### src/rtl/sat_counter.sv
// Saturating up-counter with synchronous reset and clear.
//   clk  : clock (rising edge)
//   rst  : synchronous active-high reset
//   clr  : synchronous clear
//   inc  : increment request; ignored once the count is all-ones
//   cnt  : current count
module sat_counter #(
  parameter int unsigned W = 8
) (
  input  logic         clk,
  input  logic         rst,
  input  logic         clr,
  input  logic         inc,
  output logic [W-1:0] cnt
);

  logic [W-1:0] cnt_q, cnt_d;

  always_comb begin
    cnt_d = cnt_q;
    if (inc && (cnt_q != '1)) cnt_d = cnt_q + W'(1);
  end

  always_ff @(posedge clk) begin
    if (rst || clr) cnt_q <= '0;
    else            cnt_q <= cnt_d;
  end

  assign cnt = cnt_q;

endmodule

### config.mk
export PLATFORM = sky130hd
export DESIGN_NAME = sat_counter
export DESIGN_NICKNAME = d
export VERILOG_FILES = /design/src/rtl/sat_counter.sv
export SDC_FILE = /design/constraint.sdc
export NUM_CORES = 1
export LEC_CHECK = 0
export CAP_MARGIN = 30
export CORE_AREA = 2 2 39 41
export CTS_CLUSTER_DIAMETER = 50
export DETAILED_ROUTE_END_ITERATION = 8
export DIE_AREA = 0 0 41 43
export SETUP_SLACK_MARGIN = 0.2
export SLEW_MARGIN = 10
export SYNTH_ARGS = -nofsm -noshare
export SYNTH_HDL_FRONTEND = slang
export SYNTH_SLANG_ARGS = --single-unit
### constraint.sdc
create_clock -name clk -period 1.8 [get_ports clk]
set_input_delay 0.27 -clock clk [delete_from_list [all_inputs] [get_ports clk]]
set_output_delay 0.27 -clock clk [all_outputs]
set_load 0.05 [all_outputs]
Word level (Yosys, flattened, before mapping)
Cells that the tools add are included.
{"block": "word_totals", "inputBits": 4, "output_inout_bits": 8, "register_bits": 8}
{"block": "op_classes", "n_addsub": 1, "eq_ne": 1, "n_reduce_logical": 2}
{"op": "8-bit by 1-bit adder with 8-bit output (second input constant)", "count": 1}
{"op": "8-bit != test (second input constant)", "count": 1}
{"op": "1-bit logical AND", "count": 1}
{"op": "1-bit logical OR", "count": 1}

Depth between registers and ports, before layout
Gate-level depths: netlist (run 1).
{"block": "logic_depth", "depth_word": 2, "depth_mapped": 4, "ltp_nobuf": 4}

Worst setup path before layout (run 1)
OpenSTA, ideal clock, no wires.
{"block": "synth_path", "path_kind": "register to register", "from": "register cnt_q[0], in the netlist cnt[0]", "to": "register cnt_q[6], in the netlist cnt[6]", "path_buffers": 0, "required_ns": 1.685, "arrival_time_ns": 1.646, "slack_ns": 0.038, "setup_time_ns": 0.115, "stages_incl_launch_ff": 5, "period_less_slack_ns": 1.762, "path_cell_list": "dfxtp_1 > ha_1 > nand3_1 > or4_1 > and3_1"}
{"block": "synth_between", "elab_chain_len": 2}
{"item": "start: declaration", "line_no": "17", "text": "logic [W-1:0] cnt_q, cnt_d;"}
{"item": "start signal: assignment", "line_no": "26", "text": "else cnt_q <= cnt_d;"}
{"item": "branches (longest 2 deep; another with 8-bit by 1-bit adder with 8-bit output)"}
Parallel ways; which one is timed is not known.
A chain may end at the register's enable or synchronous reset.

Worst setup path in the final report (run 1)
{"block": "layout_path", "from": "register cnt_q[4], in the netlist cnt[4]", "to": "output cnt[4]"}
{"item": "end: declaration", "line_no": "14", "text": "output logic [W-1:0] cnt"}
No word-level cell between the ends.

==> impl_metrics.toml, run 1 <==
[hold_path]
hold_class = "reg2reg"
whs_path_depth = 2

[synthesis]
ys_ff_latch = 8
synth.cell_area_um2 = 422
postSynthCellCount = 48
postSynthAreaPerCell_um2 = 8.78
synthesis.nets = 53
yosys_warnings = 0
yosysSeqAreaShare_pct = 38.0
synthDistinctLibCells = 22

[global_route]
grt_pass1_vias = 324
grt_usage_pct = 12.0
grt-ovfl-total = 0
grt_max_degree = 10
grt_pass1_wl_mm = 1.36
antenna_found_initial = 0

[clock_network]
clk_latency_ns = 0.25
cts_made_buffers = 3
clock_sinks = 8
cts_tree = "built"
ctsHtreeMaxLevel = 1
hold_buffers = 0
cts_root_buf = "clkbuf_4"
post_cts_buffers = 0
clock_path_buffers = 2
clkSlewWorstSetupHoldPaths_ns = 0.06

[floorplan]
ioPinCount = 12
die_h_um = 43
die_x_um = 41
fp-row-count = 14
fp.coreArea_um2 = 1380
dieArea_um2 = 1760
initial_utilization_pct = 30.5

[cells_and_area]
area_delta_synth_final_pct = 31.2
n_antenna_cell = 0
drive_gt1_share_pct = 21.3
largest_reg_flops = 8
final_nets = 68

[detailed_routing]
wl_met2_um = 388
drcViolationCount = 0
route.met3.wl_um = 28
via_per_inst = 5.10
wirelength_um = 879
top_layer_used = "met4"
vias = 393
m1WireLength_um = 444
ant_nets = 0
wl_per_cell_um = 11.4
dr.pass1.iters = 3
drt_iter0_markers = 5

[sta]
relSlewSlack_pct = 67.8
drv_slew = 0
fmax_ghz = 0.697
finalClockSkew_ns = 0.00176
tightest_slew_ns = 0.486
fin_setup_tns_ns = 0
post-route-period-util_pct = 79.7
setup_viol = 0
timing.final.crit_period_ns = 1.43
fin_hold_ws_ns = 0.483
rsz0062_at_grt = "no"
hold_viol = 0

[worst_setup_path]
reg2reg_depth = 4
path_class = "reg2out"
cpMaxStageDelayCell = "dlygate4sd2_1"
worst-path-max-fanout = 6
crit_cells = 1
worst_setup_path_end_kind = "output port"
required_ns = 1.53
cpPeakStageDelay_ns = 0.54
path_buf_inv = 1
cp_cell_sequence = "dlygate4sd2_1"
crit_path_start_kind = "flip-flop"
worstPathArrival_ns = 1.16
crit_family = "buffers and inverters"

[place]
hpwl_um = 652
port_buffers = 11
place.gp.congestion = 0.684

[pwr]
finalPower_uw = 349
max-vdd-ir-drop_mv = 0.226
leakage_nw = 0.245
p_per_area_nw_per_um2 = 631

[status]
outcome = "finished clean"

[job]
cap_viol_max_count = 0
==> cells in the final DEF, fill, tap and decap left out, drive strengths merged <==
cell type,instances
nand2,9
dfxtp,8
mux2i,5
dlygate4sd2,4
buf,4
a21oi,3
or3,3
clkbuf,3
clkdlybuf4s50,3
inv,2
and3,2
nand3,2
nor2,1
and4,1
nand4,1
nor4,1
a21boi,1
o21ai,1
or4,1
a211oi,1
a211o,1
nor3,1
nand4b,1
o211a,1
ha,1
==> kinds of logic (layout without fill, tap and decap cells) <==
kind of cell	Yosys count	count (layout)	synth area share (%)
compound gates	8	8	12.8
simple gates	23	23	30.0
mux	5	5	11.9
buf+inv	3	16	4.45
fa+ha+maj	1	1	2.97
flops	8	8	38.0
==> cell usage after synthesis, drive strengths merged <==
| cell | count | area (µm²) |
|---|---|---|
| a211o | 1 | 8.76 |
| a211oi | 1 | 7.51 |
| a21boi | 1 | 7.51 |
| a21oi | 3 | 15.0 |
| and3 | 2 | 12.5 |
| and4 | 1 | 11.3 |
| buf | 1 | 11.3 |
| dfxtp | 8 | 160 |
| ha | 1 | 12.5 |
| inv | 2 | 7.51 |
| mux2i | 5 | 50.1 |
| nand2 | 9 | 33.8 |
| nand3 | 2 | 10.0 |
| nand4 | 1 | 6.26 |
| nand4b | 1 | 8.76 |
| nor2 | 1 | 6.26 |
| nor3 | 1 | 5.00 |
| nor4 | 1 | 6.26 |
| o211a | 1 | 10.0 |
| o21ai | 1 | 5.00 |
| or3 | 3 | 18.8 |
| or4 | 1 | 7.51 |
==> worst paths after layout <==
check	start	endpoint	slack (ns)
max reg2reg	cnt[0]$_SDFFE_PP0P_	cnt[6]$_SDFFE_PP0P_	0.40
min reg2reg	cnt[1]$_SDFFE_PP0P_	cnt[1]$_SDFFE_PP0P_	0.48
max	cnt[4]$_SDFFE_PP0P_	cnt[4]	0.37
min	cnt[1]$_SDFFE_PP0P_	cnt[1]$_SDFFE_PP0P_	0.48
==> power breakdown <==
part / total, mW / internal (mW) / leakage (nW) / switching, mW
Sequential: 0.181 / 0.179 / 0.0665 / 0.00190
Clock: 0.140 / 0.0765 / 0.0138 / 0.0632
Combinational: 0.0283 / 0.0127 / 0.165 / 0.0156
==> cell type report <==
cell class                      instances  area (µm²)
Timing Repair Buffer                   11        95.1
Tap cell                               16        20.0
Multi-Input combinational cell         37         243
Clock buffer                            3        22.5
Fill cell                             143         831
Inverter                                2        7.51
Sequential cell                         8         165
==> per-layer routing <==
layer	GRT usage, %	vias up
li1	-	205
met1	14.8	179
met2	15.3	7
met3	4.71	2
met4	10.0	0
met5	0	-
==> repair_timing <==
item | CTS | global route
endpoints found under the setup margin | 4 | 0
resized for setup | 4 | 0
hold endpoints to repair | 0 | 0
==> worst min-delay path, stage by stage, from the launching register on <==
cell and delay (ns):
dfxtp_2 0.33, nand2_1 0.05, mux2i_1 0.06
==> through the flow <==
stage	setup WS, ns	instances	instance area, µm²	util, %
2_1_floorplan	0.219	48	427	-
4_1_cts	0.354	77	553	40.0
5_1_grt	0.318	77	553	40.0
6_report	0.365	77	553	40.0
3_5_place_dp	0.172	74	536	38.7
3_3_place_gp	0.190	74	536	38.7
(Power assumes the default switching activity.)
==> run 2, diff against run 1 <==
Clock period 1.8 ns to 1.25 ns, I/O delays scaled along.
==> impl_metrics.toml, run 2 (same netlist as run 1, synthesis figures left out) <==
[detailed_routing]
wl_per_cell_um = 11.7
drt_iter0_markers = 5
via_per_inst = 4.84
wirelength_mm = 1.11
drcViolationCount = 0
dr.pass1.iters = 3
ant_nets = 0
vias = 460

[worst_setup_path]
r2r_slack_ns = 0.06
path_buf_inv = 0
crit_path_start_kind = "flip-flop"
required_ns = 1.41
cpMaxStageDelayCell = "or4_1"
worst-path-max-fanout = 3
crit_family = "simple AND/OR/NAND/NOR gates"
reg2reg_depth = 4
r2r_end = "cnt[6]$_SDFFE_PP0P_"
r2r-start = "cnt[0]$_SDFFE_PP0P_"
path_class = "reg2reg"
worstPathArrival_ns = 1.35
cp_cell_sequence = "ha_4, nand3_2, or4_1, and3_1"
worst_setup_path_end_kind = "flip-flop"
cpPeakStageDelay_ns = 0.39

[clock_network]
clock_path_buffers = 2
clock_sinks = 8
cts_made_buffers = 3
clk_latency_ns = 0.26
hold_buffers = 0
cts_tree = "built"
cts_root_buf = "clkbuf_4"
ctsHtreeMaxLevel = 1
clkSlewWorstSetupHoldPaths_ns = 0.06

[sta]
fmax_ghz = 0.840
setup_viol = 0
fin_hold_ws_ns = 0.468
post-route-period-util_pct = 95.2
drv_slew = 0
tightest_slew_ns = 0.210
fin_setup_tns_ns = 0
timing.final.crit_period_ns = 1.19
relSlewSlack_pct = 85.9
finalClockSkew_ns = 0.00306
rsz0062_at_grt = "yes"
hold_viol = 0

[pwr]
p_switching_uw = 129
combPwrFrac_pct = 12.2
finalPower_uw = 529
leakage_nw = 0.351
p_seq_share_pct = 46.1
swShare_pct = 24.4
max-vdd-ir-drop_mv = 0.494
power.internal_uw = 400
p_clk_share_pct = 41.6
p_per_area_nw_per_um2 = 609

[cells_and_area]
final_nets = 85
fin_util_pct = 62.7
final_cell_mix = "buf_4, nand2_1, dfxtp_4, buf_12, buf_6"
largest_reg_flops = 8
n_antenna_cell = 0
final_common_cell = "buf_4"
multi_input_comb_area_um2 = 282
final-instance-count-excl-fill = 95
area_delta_synth_final_pct = 106
fill_cells = 113
drive_gt1_share_pct = 57.0
regArea_um2 = 190

[floorplan]
ioPinCount = 12
die_h_um = 43
die_x_um = 41
fp-row-count = 14
initial_utilization_pct = 30.5
fp.coreArea_um2 = 1380
dieArea_um2 = 1760

[job]
cap_viol_max_count = 0

[place]
place.gp.congestion = 0.682
hpwl_um = 804
port_buffers = 11
placed_cells = 84

[global_route]
antenna_found_initial = 0
grt_usage_pct = 16.8
grt_pass1_wl_mm = 2.01
met1_usage_pct = 20.8
grt_max_degree = 7
grt_pass1_vias = 453
met2_usage_pct = 24.7
grt-ovfl-total = 0
grt_use_met3_pct = 7.85
top_usage_layer = "met2"

[hold_path]
min_to = "cnt[2]$_SDFFE_PP0P_"
whs_path_depth = 3
holdCritStartpoint = "inc"
hold_class = "in2reg"

[status]
outcome = "finished clean"
[run 2: power by group through the flow]
stage	registers [mW]	clock network (mW)	logic (mW)
after floorplan	0.260	0	0.0148
after global placement	0.253	0	0.0591
after detailed placement	0.253	0	0.0599
after CTS	0.246	0.232	0.0645
after global routing	0.244	0.240	0.0718
final	0.244	0.220	0.0647
[run 2: what timing repair did]
item,CTS,global route
pin swaps,8,1
buffers inserted,6,1
setup endpoints to repair,12,14
resized for setup,6,4
[run 2: final cells by class]
type                    instances  share of cell area [%]
repair buffers                 28                    39.5
multi-input cells              37                    32.4
flip-flops and latches          8                    21.9
clock buffers                   4                    3.03
well taps                      16                    2.31
inverters                       2                   0.865
[run 2: worst register-to-register path: cells and delay by family, from the launching register on]
| family | cells | cell delay [ns] |
|---|---|---|
| DFF | 1 | 0.36 |
| and+or+nand+nor | 3 | 0.60 |
| adders and majority gates | 1 | 0.14 |
[run 2: worst max-delay path by stage]
stage,from,to,slack (ns),cells after the start
4_1_cts,cnt[0]$_SDFFE_PP0P_,cnt[6]$_SDFFE_PP0P_,0.05,4
6_report,cnt[0]$_SDFFE_PP0P_,cnt[6]$_SDFFE_PP0P_,0.06,4
2_1_floorplan,cnt[1]$_SDFFE_PP0P_,cnt[6]$_SDFFE_PP0P_,-0.12,4
3_5_place_dp,inc,cnt[6]$_SDFFE_PP0P_,-0.24,4
5_1_grt,cnt[0]$_SDFFE_PP0P_,cnt[6]$_SDFFE_PP0P_,0.01,4
3_3_place_gp,inc,cnt[6]$_SDFFE_PP0P_,-0.24,4
[run 2: layer usage]
| metal | up-vias | routed length, µm |
|---|---|---|
| met4 | 0 | 14 |
| met1 | 209 | 491 |
| met2 | 9 | 553 |
| met5 | - | 0 |
| met3 | 2 | 49 |
| li1 | 240 | - |
[run 2: through the flow]
stage / cell area, µm² / worst slack, ns
after floorplan: 484 / -0.122
after global placement: 758 / -0.235
after detailed placement: 758 / -0.241
after CTS: 847 / 0.0543
after global routing: 868 / 0.0131
final: 868 / 0.0597
==> run 3, diff against run 2 <==
Settings changed: HOLD_SLACK_MARGIN from default to 0.15.
Clock period 1.25 ns to 1 ns, I/O delays scaled along.
==> impl_metrics.toml, run 3 (same netlist as run 1, synthesis figures left out) <==
[status]
outcome = "finished with violations"
violations = "negative setup slack"

[clock_network]
cts_made_buffers = 3
clkSlewWorstSetupHoldPaths_ns = 0.06
cts_root_buf = "clkbuf_4"
clock_path_buffers = 2
clk_latency_ns = 0.26
clock_sinks = 8
hold_buffers = 0
cts_tree = "built"
ctsHtreeMaxLevel = 1

[cells_and_area]
fill_cells = 102
design_area_um2 = 965
largest_reg_flops = 8
final_common_cell = "buf_4"
final_cell_mix = "buf_4, buf_6, nand2_1"
drive_gt1_share_pct = 63.2
n_antenna_cell = 0
area_delta_synth_final_pct = 129
final_nets = 93

[floorplan]
initial_utilization_pct = 30.5
ioPinCount = 12
fp-row-count = 14
dieArea_um2 = 1760
die_h_um = 43
die_x_um = 41
fp.coreArea_um2 = 1380

[detailed_routing]
ant_nets = 0
wl_per_cell_um = 13.3
via_per_inst = 4.97
drcViolationCount = 0
dr.pass1.iters = 2
wirelength_mm = 1.37
drt_iter0_markers = 3
vias = 512

[pwr]
p_per_area_nw_per_um2 = 705
max-vdd-ir-drop_mv = 0.597
leakage_nw = 0.391

[sta]
fin_ws_ns = -0.274
relSlewSlack_pct = 86.7
rsz0062_at_grt = "yes"
post-route-period-util_pct = 127
fin_hold_ws_ns = 0.605
hold_viol = 0
tightest_slew_ns = 0.199
drv_slew = 0
setup_viol = 15
fmax_ghz = 0.785
finalClockSkew_ns = 0.00357
timing.final.crit_period_ns = 1.27

[place]
placed_cell_area_um2 = 803
place.gp.congestion = 0.700
port_buffers = 11
hpwl_um = 918

[global_route]
grt_usage_pct = 19.8
antenna_found_initial = 0
grt-ovfl-total = 0
grt_pass1_wl_mm = 2.31
grt_pass1_vias = 528
grt_max_degree = 7

[worst_setup_path]
crit_path_start_kind = "flip-flop"
worstPathArrival_ns = 1.43
path_class = "reg2reg"
required_ns = 1.16
worst-path-max-fanout = 4
worst_setup_path_end_kind = "flip-flop"

[job]
cap_viol_max_count = 0

[hold_path]
hold_class = "reg2reg"
==> run 3: timing repair <==
item	in CTS	in global routing
pin swaps	8	2
setup buffers	6	3
resized for setup	10	5
endpoints found under the setup margin	16	16
==> run 3: through the flow <==
| step | setup WS, ns | cells | setup TNS, ns | utilization [%] | total power, mW |
|---|---|---|---|---|---|
| finish | -0.274 | 103 | -1.84 | 69.7 | 0.680 |
| global route | -0.305 | 103 | -2.46 | 69.7 | 0.718 |
| CTS | -0.265 | 100 | -1.87 | 66.3 | 0.692 |
| detailed placement | -0.470 | 90 | -2.80 | 58.0 | 0.397 |
| global placement | -0.451 | 90 | -2.57 | 58.0 | 0.397 |
| floorplan | -0.372 | 48 | -1.52 | - | 0.344 |
==> run 3: final timing paths <==
check / cells past startpoint / slack (ns) / end / from
worst min register to register: 3 / 0.61 / cnt[5]$_SDFFE_PP0P_ / cnt[5]$_SDFFE_PP0P_
worst min-delay path: 3 / 0.61 / cnt[5]$_SDFFE_PP0P_ / cnt[5]$_SDFFE_PP0P_
worst max register to register: 4 / -0.27 / cnt[6]$_SDFFE_PP0P_ / cnt[1]$_SDFFE_PP0P_
worst max-delay path: 4 / -0.27 / cnt[6]$_SDFFE_PP0P_ / cnt[1]$_SDFFE_PP0P_
==> run 3: metal layers <==
layer	track usage (%)	up-vias	share of wire (%)
li1	-	256	-
met1	21.8	248	41
met2	32.8	6	56
met3	3.14	2	2.0
met4	12.0	0	0.88
met5	0	-	0
==> run 3: area by class of cell <==
class                      instances  area (µm²)  area share, %
clock buffer                       4        26.3           2.72
timing repair buffer              36         415           43.1
tap                               16        20.0           2.08
inverter                           2        7.51          0.778
multi-input combinational         37         308           31.9
sequential                         8         188           19.5
==> run 3: report_power, final <==
group / leakage [nW] / switching, mW / internal, mW
sequential: 0.0707 / 0.00318 / 0.305
clock: 0.0150 / 0.125 / 0.154
combinational: 0.306 / 0.0392 / 0.0546
==> run 3: worst max-delay path: stages, from the launching register on <==
cell and delay, ns:
dfxtp_4 0.36, ha_4 0.15, nand3_2 0.08, or4_1 0.40, and3_1 0.18
